==> config.mk <==
export PLATFORM = sky130hd
export DESIGN_NAME = jkff_cmd_arbiter
export DESIGN_NICKNAME = d
export VERILOG_FILES = /design/src/rtl/jkff_pkg.sv /design/src/rtl/jk_cell.sv /design/src/rtl/jkff_cmd_arbiter.sv
export SDC_FILE = /design/constraint.sdc
export NUM_CORES = 1
export LEC_CHECK = 0
export CAP_MARGIN = 20
export CORE_AREA = 2 2 51 53
export DETAILED_ROUTE_END_ITERATION = 10
export DIE_AREA = 0 0 53 55
export PLACE_DENSITY_LB_ADDON = 0.1
export SLEW_MARGIN = 5
export SYNTH_ARGS = -nofsm -noshare
export SYNTH_HDL_FRONTEND = slang
export SYNTH_SLANG_ARGS = --single-unit
==> constraint.sdc <==
create_clock -name clk -period 1 [get_ports clk]
set_input_delay 0.1 -clock clk [delete_from_list [all_inputs] [get_ports clk]]
set_output_delay 0.1 -clock clk [all_outputs]
set_load 0.02 [all_outputs]
==> src/rtl/jkff_pkg.sv <==
// Shared types for the JK-cell command arbiter: command opcodes ({j,k}) and FSM states.
package jkff_pkg;

  typedef enum logic [1:0] {
    OP_HOLD   = 2'b00,
    OP_CLEAR  = 2'b01,
    OP_SET    = 2'b10,
    OP_TOGGLE = 2'b11
  } op_e;

  typedef enum logic [1:0] {
    ST_IDLE  = 2'b00,
    ST_APPLY = 2'b01,
    ST_DONE  = 2'b10
  } state_e;

endpackage

==> src/rtl/jk_cell.sv <==
// Single JK flip-flop with synchronous active-high reset; {j,k} follows the op encoding.
module jk_cell
  import jkff_pkg::*;
(
  input  logic clk,
  input  logic rst,
  input  logic j,
  input  logic k,
  output logic q
);

  logic q_reg;

  always_ff @(posedge clk) begin
    if (rst) begin
      q_reg <= 1'b0;
    end else begin
      case (op_e'({j, k}))
        OP_CLEAR:  q_reg <= 1'b0;
        OP_SET:    q_reg <= 1'b1;
        OP_TOGGLE: q_reg <= ~q_reg;
        default:   q_reg <= q_reg;
      endcase
    end
  end

  assign q = q_reg;

endmodule

==> src/rtl/jkff_cmd_arbiter.sv <==
// Two-requester round-robin arbiter issuing one JK command at a time to a bank of N cells.
module jkff_cmd_arbiter
  import jkff_pkg::*;
#(
  parameter int N  = 8,
  parameter int IW = 3
) (
  input  logic          clk,
  input  logic          rst,
  input  logic [1:0]    req,
  input  logic [1:0]    op0,
  input  logic [IW-1:0] idx0,
  input  logic [1:0]    op1,
  input  logic [IW-1:0] idx1,
  output logic [1:0]    gnt,
  output logic          busy,
  output logic          done,
  output logic [N-1:0]  q
);

  state_e        state_reg, state_next;
  logic          last_reg;
  op_e           op_reg;
  logic [IW-1:0] idx_reg;
  logic [1:0]    gnt_reg;
  logic          done_reg;
  logic          grant_valid;
  logic          grant_sel;
  logic [N-1:0]  j_vec, k_vec, q_vec;

  // last_reg names the requester granted most recently; on contention the other one wins.
  always_comb begin
    state_next  = state_reg;
    grant_valid = 1'b0;
    grant_sel   = 1'b0;
    case (state_reg)
      ST_IDLE: begin
        if (req != 2'b00) begin
          grant_valid = 1'b1;
          grant_sel   = (req == 2'b11) ? ~last_reg : req[1];
          state_next  = ST_APPLY;
        end
      end
      ST_APPLY: state_next = ST_DONE;
      ST_DONE:  state_next = ST_IDLE;
      default:  state_next = ST_IDLE;
    endcase
  end

  always_ff @(posedge clk) begin
    if (rst) begin
      state_reg <= ST_IDLE;
      last_reg  <= 1'b1;
      op_reg    <= OP_HOLD;
      idx_reg   <= '0;
      gnt_reg   <= 2'b00;
      done_reg  <= 1'b0;
    end else begin
      state_reg <= state_next;
      gnt_reg   <= grant_valid ? (grant_sel ? 2'b10 : 2'b01) : 2'b00;
      done_reg  <= (state_reg == ST_APPLY);
      if (grant_valid) begin
        last_reg <= grant_sel;
        op_reg   <= grant_sel ? op_e'(op1) : op_e'(op0);
        idx_reg  <= grant_sel ? idx1 : idx0;
      end
    end
  end

  // Only the addressed cell sees the command, and only while in APPLY;
  // an index beyond the bank matches no cell and therefore changes nothing.
  for (genvar gi = 0; gi < N; gi++) begin : g_cell
    logic hit;
    assign hit       = (state_reg == ST_APPLY) && (idx_reg == IW'(gi));
    assign j_vec[gi] = hit & op_reg[1];
    assign k_vec[gi] = hit & op_reg[0];

    jk_cell u_cell (
      .clk (clk),
      .rst (rst),
      .j   (j_vec[gi]),
      .k   (k_vec[gi]),
      .q   (q_vec[gi])
    );
  end

  assign gnt  = gnt_reg;
  assign done = done_reg;
  assign busy = (state_reg != ST_IDLE);
  assign q    = q_vec;

endmodule

Word level (Yosys, flattened, before mapping). Cells that the tools add are included.

Flip-flop bits (word level): 19. Bits in latches: 0. Memory bits (writable): 0. Memory bits (read-only): 0. Input bits: 14. Output and inout port bits: 12. Memories: 0.

Add/sub/neg operators: 0. Multipliers: 0. Divide/modulo/power cells: 0. $lt $le $gt $ge: 0. Eq/ne operators: 34. Shift operators: 0. Muxes and demuxes: 18. Bitwise operators: 26. Reductions and logical operators: 21.

Operators by type and width (number): $eq A2 B2 Y1 const B (17); $pmux W1 S3 (8); $reduce_bool A3 Y1 (8); $eq A2 B1 Y1 const B (9); $and A1 B1 Y1 (16); $eq A3 B3 Y1 const B (4); $not A1 Y1 (10); $logic_and A1 B1 Y1 (8); $eq A3 B2 Y1 const B (2); $mux W2 (3); $mux W1 (5); $pmux W2 S2 (1); $reduce_bool A2 Y1 (2); $eq A3 B1 Y1 const B (1); $logic_not A3 Y1 (1); $mux W3 (1); $logic_not A2 Y1 (1); $ne A2 B2 Y1 const B (1); $reduce_or A2 Y1 (1).

Logic depth before layout (Yosys ltp). Gate-level depths: netlist of run 1.

Depth in word-level cells: 5. Gate-level depth with buffers: 4.

Modules after synthesis. From an unflattened synthesis of run 1, not the netlist that was laid out.

Cells, all modules: 99. Area total of the unflattened synthesis: 922.1 um^2.

By module, submodules not included: jkff_cmd_arbiter (times used 1, cells an instance 67, area each 531.8 um^2, seq. area each 220.2 um^2); jk_cell (times used 8, cells an instance 4, area each 48.8 um^2, seq. area each 20.0 um^2).

Least setup slack after synthesis of run 1. Ideal clock, no wire load.

Path kind: reg-to-reg. From: register state_reg[1]. To: register g_cell[0].u_cell.q_reg. Library setup time: 0.134 ns. Data arrival time: 0.964 ns. Required time: 0.866 ns. Setup slack: -0.098 ns. Stages on the path, launching flop included: 4. Buffers on the path: 0. Cells stage by stage: dfxtp_1 nand4bb_1 o311ai_1 o41ai_2.

Cells in the longest elaborated chain, start to end: 5. Elaborated cells on any way between the ends: 9. Those cells by class: eq/ne (4); mux (1); bitwise (2); reduce/logical (2).

Ends and longest elaborated chain: start: declaration (RTL line jkff_cmd_arbiter.sv:21) `state_e state_reg, state_next;`; start signal: assignment (RTL line jkff_cmd_arbiter.sv:59) `state_reg <= state_next;`; $eq A2 B1 Y1 * (RTL line jkff_cmd_arbiter.sv:74) `assign hit = (state_reg == ST_APPLY) && (idx_reg == IW'(gi));`; $logic_and A1 B1 Y1 * (RTL line jkff_cmd_arbiter.sv:74); $and A1 B1 Y1 (on tied branches) (RTL line jkff_cmd_arbiter.sv:76, jkff_cmd_arbiter.sv:75); $eq A2 B2 Y1 / $eq A2 B1 Y1 (equally long branches) (RTL line jk_cell.sv:18) `case (op_e'({j, k}))`; $pmux W1 S3 / $reduce_bool A3 Y1 (equally long branches); end signal: assignment (RTL line jk_cell.sv:21) `OP_TOGGLE: q_reg <= ~q_reg;`; end signal: assignment (RTL line jk_cell.sv:22) `default: q_reg <= q_reg;`; end: declaration (RTL line jk_cell.sv:12) `logic q_reg;`.

Every way passes the cells marked *; elsewhere a longest branch is shown, timed or not. A chain may end at the register's enable or synchronous reset.

Worst setup path in the final report of run 1.
From: register state_reg[0]. To: register g_cell[4].u_cell.q_reg.

Cells in the longest elaborated chain, start to end: 5. Elaborated cells on any way between the ends: 9. Those cells by class: eq/ne (4); mux (1); bitwise (2); reduce/logical (2).

Ends and longest elaborated chain (RTL line): $eq A2 B1 Y1 * (jkff_cmd_arbiter.sv:74); $logic_and A1 B1 Y1 * (jkff_cmd_arbiter.sv:74); $and A1 B1 Y1 (on tied branches) (jkff_cmd_arbiter.sv:76, jkff_cmd_arbiter.sv:75); $eq A2 B2 Y1 / $eq A2 B1 Y1 (equally long branches) (jk_cell.sv:18); $pmux W1 S3 / $reduce_bool A3 Y1 (equally long branches); end signal: assignment (jk_cell.sv:21); end signal: assignment (jk_cell.sv:22); end: declaration (jk_cell.sv:12).

Marks and branches as above.

==> results of run 1 <==
[power groups by stage]
stage,combinational [mW],clock (mW),sequential [mW]
3_3_place_gp,0.367,0,0.869
6_report,0.399,0.398,0.854
3_5_place_dp,0.368,0,0.869
4_1_cts,0.378,0.417,0.856
5_1_grt,0.435,0.434,0.863
2_1_floorplan,0.199,0,0.874
[path summary, 6_finish.rpt]
path,cells after the start,start,endpoint,slack [ns]
hold / removal,3,req[0],gnt[0],0.28
hold reg to reg,1,state_reg[1],done,0.50
setup / recovery,3,state_reg[0],g_cell[4].u_cell.q,-0.14
setup reg to reg,3,state_reg[0],g_cell[4].u_cell.q,-0.14
[layer usage]
metal  global-route usage  part of all wire  vias to the layer above
met4               0.0897             0.019                        0
met1                0.169              0.41                      351
met2                0.292              0.52                       23
met5                    0                 0                        -
li1                     -                 -                      391
met3               0.0242             0.055                        4
[kinds of logic after synthesis]
kind of cell / after synthesis / share of synthesized area
muxes: 5 / 0.0550
and+or+nand+nor: 17 / 0.147
DFF: 19 / 0.418
AOI/OAI and AO/OA: 28 / 0.282
buffers and inverters: 13 / 0.0977
[worst reg2reg max path: stages, from the launching register on]
cell and delay, ns:
dfxtp_4 0.39, nor3b_4 0.24, nand3b_2 0.19, o31ai_1 0.24
[repair_timing]
item                                   4_1_cts  5_1_grt
setup endpoints to repair                   27       18
cloned                                       0        1
buffers inserted                             2        1
gates resized for setup                     53       10
endpoints found under the hold margin        0        0
pin swaps                                    5        7
[stage by stage]
step	area (um2)	setup WS [ns]
after global placement	1260	-0.418
after CTS	1290	-0.141
after floorplan	921	-0.0903
final	1330	-0.143
after detailed placement	1260	-0.390
after global routing	1330	-0.260
[synthesized netlist by cell type, drive strengths merged, types with 2 or more instances]
master,instances,share of area
a211oi,5,0.069
a21oi,5,0.028
and3,2,0.014
buf,11,0.089
dfxtp,19,0.42
mux2i,5,0.055
nand2,2,0.0083
nand2b,2,0.014
nor3b,2,0.029
o211ai,6,0.050
o311ai,2,0.019
o31ai,6,0.050
o41ai,2,0.036
[cell type report]
type,count,share of cell area
clock buffer,4,0.0198
inverter,2,0.00566
multi-input combinational,50,0.369
sequential,19,0.294
tap,30,0.0283
timing repair buffer,48,0.284
[cells in the final DEF (no fill, tap or decap), types with 2 or more instances in the layout]
cell type	count
a211oi_2	5
o41ai_2	2
buf_4	20
mux2i_1	4
a21oi_1	5
clkbuf_4	3
buf_6	2
o211ai_1	6
buf_2	12
nand2b_1	2
o31ai_1	4
dfxtp_4	2
o31ai_2	2
dfxtp_1	15
and3_1	2
clkdlybuf4s50_1	12
dfxtp_2	2
==> impl_metrics.env, run 1 <==
export IMPL_path_class="reg -> reg"
export IMPL_syn_nets=96
export IMPL_switching_share=0.286
export IMPL_violations="negative setup slack"
export IMPL_status="finished with violations"
export IMPL_seq_area_frac_synth=0.418
export IMPL_crit_fanout=5
export IMPL_via_per_inst=5.03
export IMPL_cts_tree="yes"
export IMPL_synth_area_um2=910
export IMPL_die_h_um=55
export IMPL_syn_inst=82
export IMPL_critical_path_buf_inv_count=0
export IMPL_cts_buffers=3
export IMPL_worstSkewPairLatency_ns=0.30
export IMPL_insertedDiodeCount=0
export IMPL_die_x_um=53
export IMPL_first_pass_iters=3
export IMPL_final_antenna_net_count=0
export IMPL_cp_required_ns=1.22
export IMPL_cts_sinks=19
export IMPL_cp_top_family="simple AND/OR/NAND/NOR gates"
export IMPL_power_density_nw_per_um2=1240
export IMPL_maxCapViolations=0
export IMPL_route_vias_total=769
export IMPL_cts_root_buf="clkbuf_4"
export IMPL_cp_slowest_cell="dfxtp_4"
export IMPL_fin_tns_setup_ns=-1.64
export IMPL_power_frac_comb=0.242
export IMPL_drt_total_wl_um=2000
export IMPL_internal_power_mw=1.18
export IMPL_rsz0062_at_grt="yes"
export IMPL_async_reset_ff_frac=0
export IMPL_initial_core_util=0.385
export IMPL_min_period_ns=1.14
export IMPL_ys_types=29
export IMPL_overflow=0
export IMPL_hold_viol=0
export IMPL_hold_buffers=0
export IMPL_cts_buffer_depth=2
export IMPL_instances_no_fill=153
export IMPL_drtIter0Drc=2
export IMPL_fin_nets=138
export IMPL_leakagePower_nw=0.560
export IMPL_antenna_found_initial=0
export IMPL_critPathMaxStageDelay_ns=0.39
export IMPL_final_setup_worst_slack_ns=-0.143
export IMPL_fin_crit_sh=1.14
export IMPL_final_util=0.561
export IMPL_synth_edf_count=0
export IMPL_worst_pin_slew_ns=0.286
export IMPL_clk_pin_slew_ns=0.11
export IMPL_multi_input_area_um2=489
export IMPL_place_gp_congestion=0.727
export IMPL_grt_use_total=0.156
export IMPL_whs_ns=0.276
export IMPL_grt_max_degree=11
export IMPL_htree_num_levels=1
export IMPL_drive_gt1_frac=0.512
export IMPL_grt_pass1_wl_um=3250
export IMPL_synth_seq_cells=19
export IMPL_switching_power_mw=0.473
export IMPL_rows=18
export IMPL_num_fill_cells=225
export IMPL_setup_viol=15
export IMPL_finalMaxSlewViolations=0
export IMPL_avgSynthCellArea_um2=11.1
export IMPL_endpoint_kind="flip-flop"
export IMPL_seq_area_um2=390
export IMPL_power_frac_clock=0.241
export IMPL_io_buffer_count=25
export IMPL_relSlewSlack=0.807
export IMPL_crit_path_start_kind="flip-flop"
export IMPL_finalPower_mw=1.65
export IMPL_fin_worst_skew_ns=0.00627
export IMPL_hold_path_class="in -> reg"
export IMPL_ys_warn_count=0
export IMPL_synth_top_flop_cell="dfxtp_1"
export IMPL_ir_drop_uv=750
export IMPL_drc=0
export IMPL_die_area_um2=2920
export IMPL_largest_reg_flops=8
export IMPL_wire_per_inst_um=13.0
export IMPL_place_inst=145
export IMPL_core_area_um2=2360
export IMPL_p_seq_frac=0.517
export IMPL_crit_chain="nor3b_4 > nand3b_2 > o31ai_1"
export IMPL_io_pins=26
export IMPL_hpwl_um=1460
export IMPL_max_freq_ghz=0.875
export IMPL_area_growth_pct=45.9
export IMPL_cp_arrival_ns=1.37
export IMPL_grt_pass1_vias=756
No activity file was read; power rests on OpenSTA's default activity.
==> run 2: changes to the inputs <==
- clock period: 1 -> 0.96 ns (I/O delays scaled with it)
==> impl_metrics.env, run 2 (synthesis results as in run 1) <==
export IMPL_crit_chain="buf_6 > nor3b_4 > nand3b_4 > o31ai_2"
export IMPL_regToRegSetupSlack_ns=-0.25
export IMPL_drive_gt1_frac=0.520
export IMPL_status="finished with violations"
export IMPL_die_x_um=53
export IMPL_grt_use_total=0.157
export IMPL_grt_pass1_wl_um=3310
export IMPL_insertedDiodeCount=0
export IMPL_hold_depth=2
export IMPL_hpwl_um=1510
export IMPL_hold_buffers=0
export IMPL_via_per_inst=5.14
export IMPL_hold_viol=0
export IMPL_max_freq_ghz=0.826
export IMPL_area_growth_pct=48.1
export IMPL_rows=18
export IMPL_cts_sinks=19
export IMPL_cts_buffers=3
export IMPL_crit_path_start_kind="flip-flop"
export IMPL_fin_crit_sh=1.26
export IMPL_multi_input_area_um2=498
export IMPL_largest_reg_flops=8
export IMPL_path_class="reg -> reg"
export IMPL_antenna_found_initial=0
export IMPL_die_h_um=55
export IMPL_grt_pass1_vias=806
export IMPL_wire_per_inst_um=13.1
export IMPL_drt_total_wl_um=2030
export IMPL_overflow=0
export IMPL_final_setup_worst_slack_ns=-0.251
export IMPL_io_pins=26
export IMPL_hold_path_class="in -> reg"
export IMPL_hold_start="req[0]"
export IMPL_route_vias_total=797
export IMPL_min_to="gnt[0]"
export IMPL_r2r_end="g_cell[2].u_cell.q"
export IMPL_grt_max_degree=11
export IMPL_clk_pin_slew_ns=0.11
export IMPL_layout_common_cells="buf_4 (22), dfxtp_1 (16), clkdlybuf4s50_1 (12), buf_2 (11), o211ai_1 (6)"
export IMPL_place_gp_congestion=0.807
export IMPL_first_pass_iters=4
export IMPL_cp_slowest_cell="dfxtp_2"
export IMPL_power_density_nw_per_um2=1280
export IMPL_cp_top_family="simple AND/OR/NAND/NOR gates"
export IMPL_fin_worst_skew_ns=0.00138
export IMPL_worstSkewPairLatency_ns=0.29
export IMPL_cp_arrival_ns=1.43
export IMPL_fin_tns_setup_ns=-2.92
export IMPL_cts_buffer_depth=2
export IMPL_ir_drop_uv=822
export IMPL_crit_reg2reg_launch="state_reg[0]"
export IMPL_critPathMaxStageDelay_ns=0.36
export IMPL_fin_nets=140
export IMPL_whs_ns=0.304
export IMPL_drc=0
export IMPL_cp_required_ns=1.18
export IMPL_initial_core_util=0.385
export IMPL_critical_path_buf_inv_count=1
export IMPL_setup_viol=18
export IMPL_die_area_um2=2920
export IMPL_crit_fanout=4
export IMPL_final_antenna_net_count=0
export IMPL_drtIter0Drc=3
export IMPL_core_area_um2=2360
export IMPL_violations="negative setup slack"
export IMPL_seq_area_um2=384
export IMPL_cts_root_buf="clkbuf_4"
export IMPL_rsz0062_at_grt="yes"
export IMPL_cts_tree="yes"
export IMPL_place_ws_ns=-0.467
export IMPL_leakagePower_nw=0.586
export IMPL_min_period_ns=1.21
export IMPL_finalMaxSlewViolations=0
export IMPL_finalPower_mw=1.72
export IMPL_maxCapViolations=0
export IMPL_htree_num_levels=1
export IMPL_io_buffer_count=25
export IMPL_final_common_cell="buf_4"
export IMPL_endpoint_kind="flip-flop"
export IMPL_reg2regPathDepth=4
export IMPL_num_fill_cells=230
export IMPL_worst_pin_slew_ns=0.295
export IMPL_relSlewSlack=0.800
-- run 2: cell types whose count changed in the layout (fill, tap and decap cells not counted), sizes merged --
cell          previous run  this run
buf                     34        36
dlygate4sd2              0         1
dlymetal6s2s             1         0
-- run 2: worst max-delay path by stage --
stage	start	endpoint	slack, ns	cells after the start
after floorplan	idx_reg[0]	g_cell[0].u_cell.q	-0.13	3
after global placement	rst	g_cell[2].u_cell.q	-0.47	4
after detailed placement	req[0]	op_reg[0]	-0.47	4
after CTS	state_reg[0]	g_cell[2].u_cell.q	-0.24	4
after global routing	state_reg[0]	g_cell[2].u_cell.q	-0.32	4
final	state_reg[0]	g_cell[2].u_cell.q	-0.25	4
-- run 2: where the power goes --
group	internal (mW)	switching, mW
Sequential	0.838	0.0531
Combinational	0.237	0.191
Clock	0.161	0.242
-- run 2: area by class of cell --
class,count,share of cell area
clock buffers,4,0.0195
inverters,2,0.00557
well taps,30,0.0279
repair buffers,50,0.292
flip-flops and latches,19,0.285
multi-input cells,50,0.370
-- run 2: repair_timing --
| action | in CTS | in global routing |
|---|---|---|
| pin swaps | 1 | 1 |
| endpoints found under the hold margin | 0 | 0 |
| setup buffers | 1 | 2 |
| endpoints found under the setup margin | 27 | 17 |
| resized for setup | 51 | 9 |
-- run 2: per-layer routing --
metal | part of all wire | wire [um] | track usage
met2 | 0.55 | 1110 | 0.302
met1 | 0.40 | 813 | 0.167
met4 | 0.0059 | 12 | 0.0769
met3 | 0.047 | 95 | 0.0242
met5 | 0 | 0 | 0
-- run 2: metrics by stage --
stage	std cells	instance area (um2)	util
6_report	155	1350	0.570
5_1_grt	155	1350	0.570
4_1_cts	154	1290	0.546
3_5_place_dp	149	1300	0.550
3_3_place_gp	149	1300	0.550
2_1_floorplan	82	928	-
